### src/rtl/bht_train_sched.sv
// Port arbiter and RMW sequencer for the single-ported 2-bit-counter branch-history table.
// Optional statistics counters are enabled with `define BHT_SCHED_STATS_EN.
module bht_train_sched #(
  parameter int IDX_W        = 8,
  parameter int DEPTH_W      = 2,
  parameter int STARVE_LIMIT = 4
) (
  input  logic             clk,
  input  logic             rst,
  input  logic             rdy,
  input  logic             lookup_valid,
  input  logic [IDX_W-1:0] lookup_idx,
  output logic             lookup_ready,
  output logic             pred_valid,
  output logic             pred_taken,
  input  logic             train_valid,
  input  logic [IDX_W-1:0] train_idx,
  input  logic             train_taken,
  output logic             train_ready,
  output logic             tbl_en,
  output logic             tbl_we,
  output logic [IDX_W-1:0] tbl_addr,
  output logic [1:0]       tbl_wdata,
  input  logic [1:0]       tbl_rdata,
  output logic [1:0]       state_dbg
`ifdef BHT_SCHED_STATS_EN
  ,
  output logic [31:0]      stat_trains,
  output logic [31:0]      stat_forced
`endif
);

  // Handshakes: a push happens when train_valid & train_ready & rdy; a lookup is
  // granted when lookup_valid & lookup_ready, and its prediction appears next cycle.

  typedef enum logic [1:0] {S_IDLE = 2'd0, S_RD_WAIT = 2'd1, S_WR = 2'd2} state_e;

  localparam int DEPTH = 1 << DEPTH_W;
  localparam int SW    = $clog2(STARVE_LIMIT + 1);

  state_e              state_q, state_d;
  logic [DEPTH_W:0]    wr_ptr_q, wr_ptr_d;
  logic [DEPTH_W:0]    rd_ptr_q, rd_ptr_d;
  logic [SW-1:0]       starve_q, starve_d;
  logic [1:0]          cnt_q, cnt_d;
  logic                pred_valid_q;
  logic [IDX_W:0]      fifo_mem [DEPTH];

  logic                empty, full, push, pop;
  logic                train_act, force_slot, lookup_grant, port_free;
  logic [IDX_W-1:0]    head_idx;
  logic                head_taken;

  function automatic logic [1:0] upd(input logic [1:0] c, input logic t);
    if (t) return (c == 2'b11) ? c : c + 2'd1;
    else   return (c == 2'b00) ? c : c - 2'd1;
  endfunction

  assign empty = (wr_ptr_q == rd_ptr_q);
  assign full  = (wr_ptr_q[DEPTH_W] != rd_ptr_q[DEPTH_W]) &&
                 (wr_ptr_q[DEPTH_W-1:0] == rd_ptr_q[DEPTH_W-1:0]);
  assign {head_idx, head_taken} = fifo_mem[rd_ptr_q[DEPTH_W-1:0]];

  // A train action is pending when IDLE holds queued work or WR waits for the port.
  assign train_act    = ((state_q == S_IDLE) && !empty) || (state_q == S_WR);
  assign force_slot   = (starve_q == SW'(STARVE_LIMIT)) && train_act;
  assign lookup_ready = rdy && !force_slot;
  assign lookup_grant = lookup_valid && lookup_ready;
  assign port_free    = rdy && !lookup_grant;
  assign push         = train_valid && !full && rdy;
  assign train_ready  = !full;
  assign pred_valid   = pred_valid_q;
  assign pred_taken   = pred_valid_q && tbl_rdata[1];
  assign state_dbg    = state_q;

  always_comb begin
    state_d   = state_q;
    cnt_d     = cnt_q;
    pop       = 1'b0;
    tbl_en    = 1'b0;
    tbl_we    = 1'b0;
    tbl_addr  = '0;
    tbl_wdata = 2'b00;
    if (lookup_grant) begin
      tbl_en   = 1'b1;
      tbl_addr = lookup_idx;
    end
    case (state_q)
      S_IDLE: begin
        if (!empty && port_free) begin
          tbl_en   = 1'b1;
          tbl_addr = head_idx;
          state_d  = S_RD_WAIT;
        end
      end
      S_RD_WAIT: begin
        if (rdy) begin
          cnt_d   = tbl_rdata;
          state_d = S_WR;
        end
      end
      S_WR: begin
        if (port_free) begin
          tbl_en    = 1'b1;
          tbl_we    = 1'b1;
          tbl_addr  = head_idx;
          tbl_wdata = upd(cnt_q, head_taken);
          pop       = 1'b1;
          state_d   = S_IDLE;
        end
      end
      default: state_d = S_IDLE;
    endcase

    wr_ptr_d = push ? wr_ptr_q + 1'b1 : wr_ptr_q;
    rd_ptr_d = pop  ? rd_ptr_q + 1'b1 : rd_ptr_q;

    starve_d = starve_q;
    if (rdy) begin
      if (train_act && lookup_grant) starve_d = starve_q + 1'b1;
      else if (train_act || empty)   starve_d = '0;
    end
  end

  always_ff @(posedge clk or negedge rst) begin
    if (!rst) begin
      state_q      <= S_IDLE;
      wr_ptr_q     <= '0;
      rd_ptr_q     <= '0;
      starve_q     <= '0;
      cnt_q        <= 2'b00;
      pred_valid_q <= 1'b0;
    end else begin
      state_q      <= state_d;
      wr_ptr_q     <= wr_ptr_d;
      rd_ptr_q     <= rd_ptr_d;
      starve_q     <= starve_d;
      cnt_q        <= cnt_d;
      pred_valid_q <= lookup_grant;
    end
  end

  always_ff @(posedge clk) begin
    if (push) fifo_mem[wr_ptr_q[DEPTH_W-1:0]] <= {train_idx, train_taken};
  end

`ifdef BHT_SCHED_STATS_EN
  logic [31:0] stat_trains_q, stat_forced_q;

  always_ff @(posedge clk or negedge rst) begin
    if (!rst) begin
      stat_trains_q <= 32'd0;
      stat_forced_q <= 32'd0;
    end else begin
      if (pop)                stat_trains_q <= stat_trains_q + 32'd1;
      if (force_slot && rdy)  stat_forced_q <= stat_forced_q + 32'd1;
    end
  end

  assign stat_trains = stat_trains_q;
  assign stat_forced = stat_forced_q;
`endif

endmodule

### config.mk
export PLATFORM = sky130hd
export DESIGN_NAME = bht_train_sched
export DESIGN_NICKNAME = d
export VERILOG_FILES = /design/src/rtl/bht_train_sched.sv
export SDC_FILE = /design/constraint.sdc
export NUM_CORES = 1
export LEC_CHECK = 0
export CAP_MARGIN = 10
export CORE_MARGIN = 2
export CORE_UTILIZATION = 25
export CTS_BUF_LIST = sky130_fd_sc_hd__clkbuf_4 sky130_fd_sc_hd__clkbuf_8
export CTS_CLUSTER_DIAMETER = 100
export DETAILED_ROUTE_END_ITERATION = 8
export DONT_BUFFER_PORTS = 1
export GPL_ROUTABILITY_DRIVEN = 0
export GPL_TIMING_DRIVEN = 0
export SLEW_MARGIN = 0
export SYNTH_ARGS = -nofsm -noshare
export SYNTH_HDL_FRONTEND = slang
export SYNTH_SLANG_ARGS = --single-unit
export TNS_END_PERCENT = 1
### constraint.sdc
create_clock -name clk -period 2.02 [get_ports clk]
set_input_delay 0.303 -clock clk [delete_from_list [all_inputs] [get_ports clk]]
set_output_delay 0.303 -clock clk [all_outputs]
set_load 0.05 [all_outputs]
Yosys cells after proc, flatten, opt, wreduce, memory -nomap -nowiden
Memories as Yosys holds them, arrays and structs flattened.
Cells that the tools add are included.
W data, S select, Z words.

word-level totals
  flip-flop bits (word level) = 14
  latch bits = 0
  memory bits (writable) = 36
  memory bits (read-only) = 0
  bits of input ports = 24
  output and inout port bits = 18
  memories kept = 1

operators by class
  add/subtract/negate cells = 5
  multiply operators = 0
  div/mod/pow operators = 0
  order comparisons = 0
  equality and inequality tests = 10
  shift operators = 0
  mux-type cells = 23
  bitwise operators = 0
  reductions and logical operators = 23

memory list
  name      depth  bits a word  rd ports  clocked after memory_dff  wr ports  line  text
  fifo_mem  4      9            1         0                         1         47    logic [IDX_W:0] fifo_mem [DEPTH];

operators by type and width
  operator               number
  $mux W8                3
  $mux W2                8
  $pmux W8 S2            1
  $logic_and A1 B1 Y1    11
  $add A3 B1 Y3 const B  3
  $mux W1                7
  $mux W3                2
  $pmux W2 S3            1
  $eq A2 B2 Y1 const B   2
  $logic_not A1 Y1       4
  $logic_not A2 Y1       2
  $ne A2 B2 Y1 const B   2
  $reduce_and A2 Y1      2
  $eq A3 B3 Y1           1
  $eq A3 B3 Y1 const B   1
  $reduce_and A3 Y1      1
  $add A2 B1 Y2 const B  1
  $eq A2 B1 Y1 const B   1
  $eq A2 B2 Y1           1
  $logic_or A1 B1 Y1     2
  $ne A2 B1 Y1 const B   1
  $pmux W1 S2            1
  $reduce_bool A2 Y1     1
  $sub A2 B1 Y2 const B  1
  $ne A1 B1 Y1           1

Logic depth before layout (Yosys ltp)
  word-level depth = 13
  gate-level depth with buffers = 8

Least setup slack after synthesis
No wires, ideal clock.

  path type = flip-flop to output port
  start point = register state_q[1] (netlist: state_dbg[1])
  end point = output port tbl_addr[0]
  data arrival time = 2290 ps
  slack = -573 ps
  cell stages (with the launch flop) = 7
  cells stage by stage = dfrtp_1 > inv_1 > and4b_1 > buf_6 > nand2b_1 > clkbuf_1 > o2bb2ai_1

on the way
  word-level cells in the longest chain between the ends = 12

ends and longest elaborated chain
  element                 line    text
  from (decl)             41      state_e state_q, state_d;
  from (signal assigned)  134     state_q <= state_d;
  $logic_not A2 Y1        65, 88
  $logic_and A1 B1 Y1     65      assign train_act = ((state_q == S_IDLE) && !empty) || (state_q == S_WR);
  $logic_or A1 B1 Y1      65
  $logic_and A1 B1 Y1     66      assign force_slot = (starve_q == SW'(STARVE_LIMIT)) && train_act;
  $logic_not A1 Y1        67      assign lookup_ready = rdy && !force_slot;
  $logic_and A1 B1 Y1     67
  $logic_and A1 B1 Y1     68      assign lookup_grant = lookup_valid && lookup_ready;
  $logic_not A1 Y1        69      assign port_free = rdy && !lookup_grant;
  $logic_and A1 B1 Y1     69
  $logic_and A1 B1 Y1     90      if (!empty && port_free) begin
  $mux W8                 90
  $pmux W8 S2 (*)         88      case (state_q)
  to (decl)               22      output logic [IDX_W-1:0] tbl_addr,

Mark *: on every way between the ends. The rest lies on a longest branch, timed or not.

Final worst setup path
  start point = register state_q[0] (netlist: state_dbg[0])
  end point = output port tbl_addr[4]

Same word-level chain as after synthesis.

==> summary.md <==
| Metric | Value |
|---|---|
| Status | complete, but fails checks |
| Failing checks | setup timing |
| Internal power | 2.38 mW |
| Ys async rst share | 28.0% |
| Mapped cell area | roughly 2300 µm² |
| Crit Path Category | flop to primary output |
| Critical Path Fanout Max | 9 |
| Vias | 1,273 |
| Pleak | 1.08 nW |
| Max-cap violations | 0 |
| First-pass GRT wire length | 7180 µm |
| Die H | approximately 99 µm |
| Tot Pwr | 3.93 mW |
| Port Buf Inserts | 0 |
| Num rows | 34 |
| Area growth syn-to-layout | 28.7% |
| Net Switching | 1.55 mW |
| CTS tree | built |
| Initial antenna violation count | 0 |
| Layout cells sized above 1 | 45.9% |
| Slew Limit Fails | 0 |
| Drt initial violations | between 60 and 70 |
| Critical Path Sink Type | primary output |
| HP Class | input pin to flop |
| Die Footprint | about 10000 µm² |
| Most used DFF post-synth | edfxtp_1 |
| Final wirelength | 4700 µm |
| Peak supply drop | 374 µV |
| RSZ-0062 raised after global routing | yes |
| WP data arrival | 1.91 ns |
| Combinational Power Share | 44.9% |
| Worst clock skew | 0.00917 ns |
| Setup violations, final | 16 |
| Syn_area_per_cell | ~16 µm² |
| Via/cell ratio | 4.58 |
| Worst skew pair latency | 0.31 ns |
| Post-synth top cells | 36 x edfxtp_1, 16 x inv_1, 14 x dfrtp_1 |
| Worst-margin pin slew | 0.687 ns |
| Clk sinks | 50 |
| Final Net Count | 200 |
| H-Tree Depth | 2 |
| Startpoint types | flop |
| Dpl ws | -0.423 ns |
| Synth Register Bits | 50 |
| Worst rel slew slack | 54.1% |
| Part of the cycle the worst path needs | 110% |
| Root buffer cell | clkbuf_8 |
| Fill count | 847 |
| Antenna-violating nets left | 0 |
| Largest net degree at the start of global routing | 16 |
| Register area share after synthesis | 63.0% |
| Clock power share | 14.9% |
| TritonRoute pass-1 iters | 4 |
| Post-layout min period | around 2.2 ns |
| Grt ovf | 0 |
| Yosys top cell area share | 47.6% |
| # DRC | 0 |
| YS warnings | 0 |
| CP Data Required Time | 1.72 ns |
| Post-detail-place hpwl | 2990 µm |
| Die X | 99.3 µm |
| Synth Net Count | 177 |
| Synth area leader | edfxtp_1 |
| Clk slew on worst S/H paths | approximately 0.09 ns |
| Number of global-route vias before repair | 1,389 |
| Endpoints failing hold | 0 |
| CTS Buf Count | 5 |
| CORE AREA | 8760 µm² |
| Ranking of synthesized cells by area | edfxtp_1 48%, dfrtp_1 15%, mux4_2 8.9% |
| Post-synth EDFFs | 36 |
| Seq pwr share | 40.3% |
| Most common cell in the netlist | edfxtp_1 |
| Ant diodes | 0 |
| Avg WL per Cell | approximately 17 µm |
| Pwr dens | 1340 nW/µm² |
| Cells after Synth | between 100 and 150 |
| Starting Density | 25.9% |
| Fmax | approximately 450 MHz |
| GRT Total Usage | 9.56% |
| I/O pins | 42 |
| Cell variety after synth | 33 |
| Final WS setup | -0.197 ns |
| Sw Share | 39.4% |
| Maximum buffer depth of the clock tree | 2 |
==> critical path: stages (launching register included) <==
cell and delay [ns]:
dfrtp_4 0.61, nand2b_4 0.21, a21oi_2 0.20, nand2b_4 0.09, buf_12 0.16, o2bb2ai_4 0.33
==> registers in the layout (all words and copies together), names as in the netlist <==
register	cells
rd_ptr_q	3
pred_valid	1
state_dbg	2
cnt_q	2
starve_q	3
fifo_mem	36
wr_ptr_q	3
==> per-layer routing <==
metal / part of all wire, % / track usage, %
met1: 38 / 10.3
met2: 51 / 16.4
met3: 7.6 / 3.94
met4: 2.8 / 4.32
met5: 0 / 0
==> cells by family after synthesis <==
group	Yosys count	share of synthesized area [%]
buf+inv	21	4.29
mux	13	10.9
xor+xnor	7	3.03
compound gates	23	8.59
flops	50	63.0
fa+ha+maj	7	3.85
simple gates	25	6.33
==> worst paths after layout <==
check,start,end,slack (ns),cells past startpoint
max,state_dbg[0],tbl_addr[4],-0.20,5
min,train_idx[2],fifo_mem[3][3],0.08,0
max reg2reg,state_dbg[1],cnt_q[1],-0.17,12
min reg2reg,starve_q[1],starve_q[1],0.54,1
max in group asynchronous,rst,state_dbg[1],1.04,1
min in group asynchronous,rst,state_dbg[0],0.48,1
==> through the flow <==
stage	cell area (µm²)	setup TNS (ns)	cells	hold WS [ns]	utilization, %
finish	2930	-2.67	278	0.0845	33.4
global route	2930	-5.96	278	0.0660	33.4
CTS	2860	-3.12	275	0.0778	32.6
detailed placement	2560	-3.97	254	0.00772	29.2
global placement	2560	-3.83	254	0.00772	29.2
floorplan	2420	-1.06	146	0.00741	-
==> layout make-up <==
| class | instances | area [µm²] | area share, % |
|---|---|---|---|
| plain buffers | 3 | 36.3 | 1.24 |
| clock buffers | 6 | 76.3 | 2.61 |
| clock inverters | 2 | 13.8 | 0.470 |
| inverters | 16 | 63.8 | 2.18 |
| multi-input cells | 75 | 1000 | 34.3 |
| flip-flops and latches | 50 | 1440 | 49.2 |
| well taps | 108 | 135 | 4.62 |
| repair buffers | 18 | 158 | 5.39 |
==> power groups by stage <==
| stage | clock network [mW] | registers, mW | logic [mW] |
|---|---|---|---|
| after floorplan | 0 | 1.51 | 1.19 |
| after global placement | 0 | 1.54 | 1.37 |
| after detailed placement | 0 | 1.55 | 1.38 |
| after CTS | 0.602 | 1.56 | 1.68 |
| after global routing | 0.645 | 1.60 | 1.90 |
| final | 0.584 | 1.58 | 1.76 |
==> placed cells by master, fill, tap and decap left out, types with 2 or more instances in the layout <==
| cell | count |
|---|---|
| and2_2 | 4 |
| a21oi_4 | 2 |
| buf_4 | 14 |
| mux2_4 | 2 |
| dfrtp_1 | 11 |
| o2bb2ai_4 | 8 |
| mux2_2 | 2 |
| xor2_1 | 2 |
| clkbuf_8 | 5 |
| ha_1 | 7 |
| edfxtp_1 | 36 |
| buf_12 | 2 |
| inv_1 | 14 |
| nand2b_4 | 3 |
| buf_6 | 3 |
| mux4_2 | 9 |
| nand2_1 | 6 |
| nor2_1 | 2 |
| dfrtp_4 | 2 |
| xnor2_2 | 2 |
| nor4b_1 | 2 |
| xnor2_1 | 2 |
| nand2_2 | 2 |
==> repair_timing <==
action                                  CTS  global route
pin swaps                                10             3
hold buffers                              1             0
hold endpoints to repair                 14             0
endpoints found under the setup margin   33            57
gates resized for setup                  31            10
buffers inserted                         14             3
gates cloned                              0             0
Note: power is estimated with default switching activity, not from simulation.
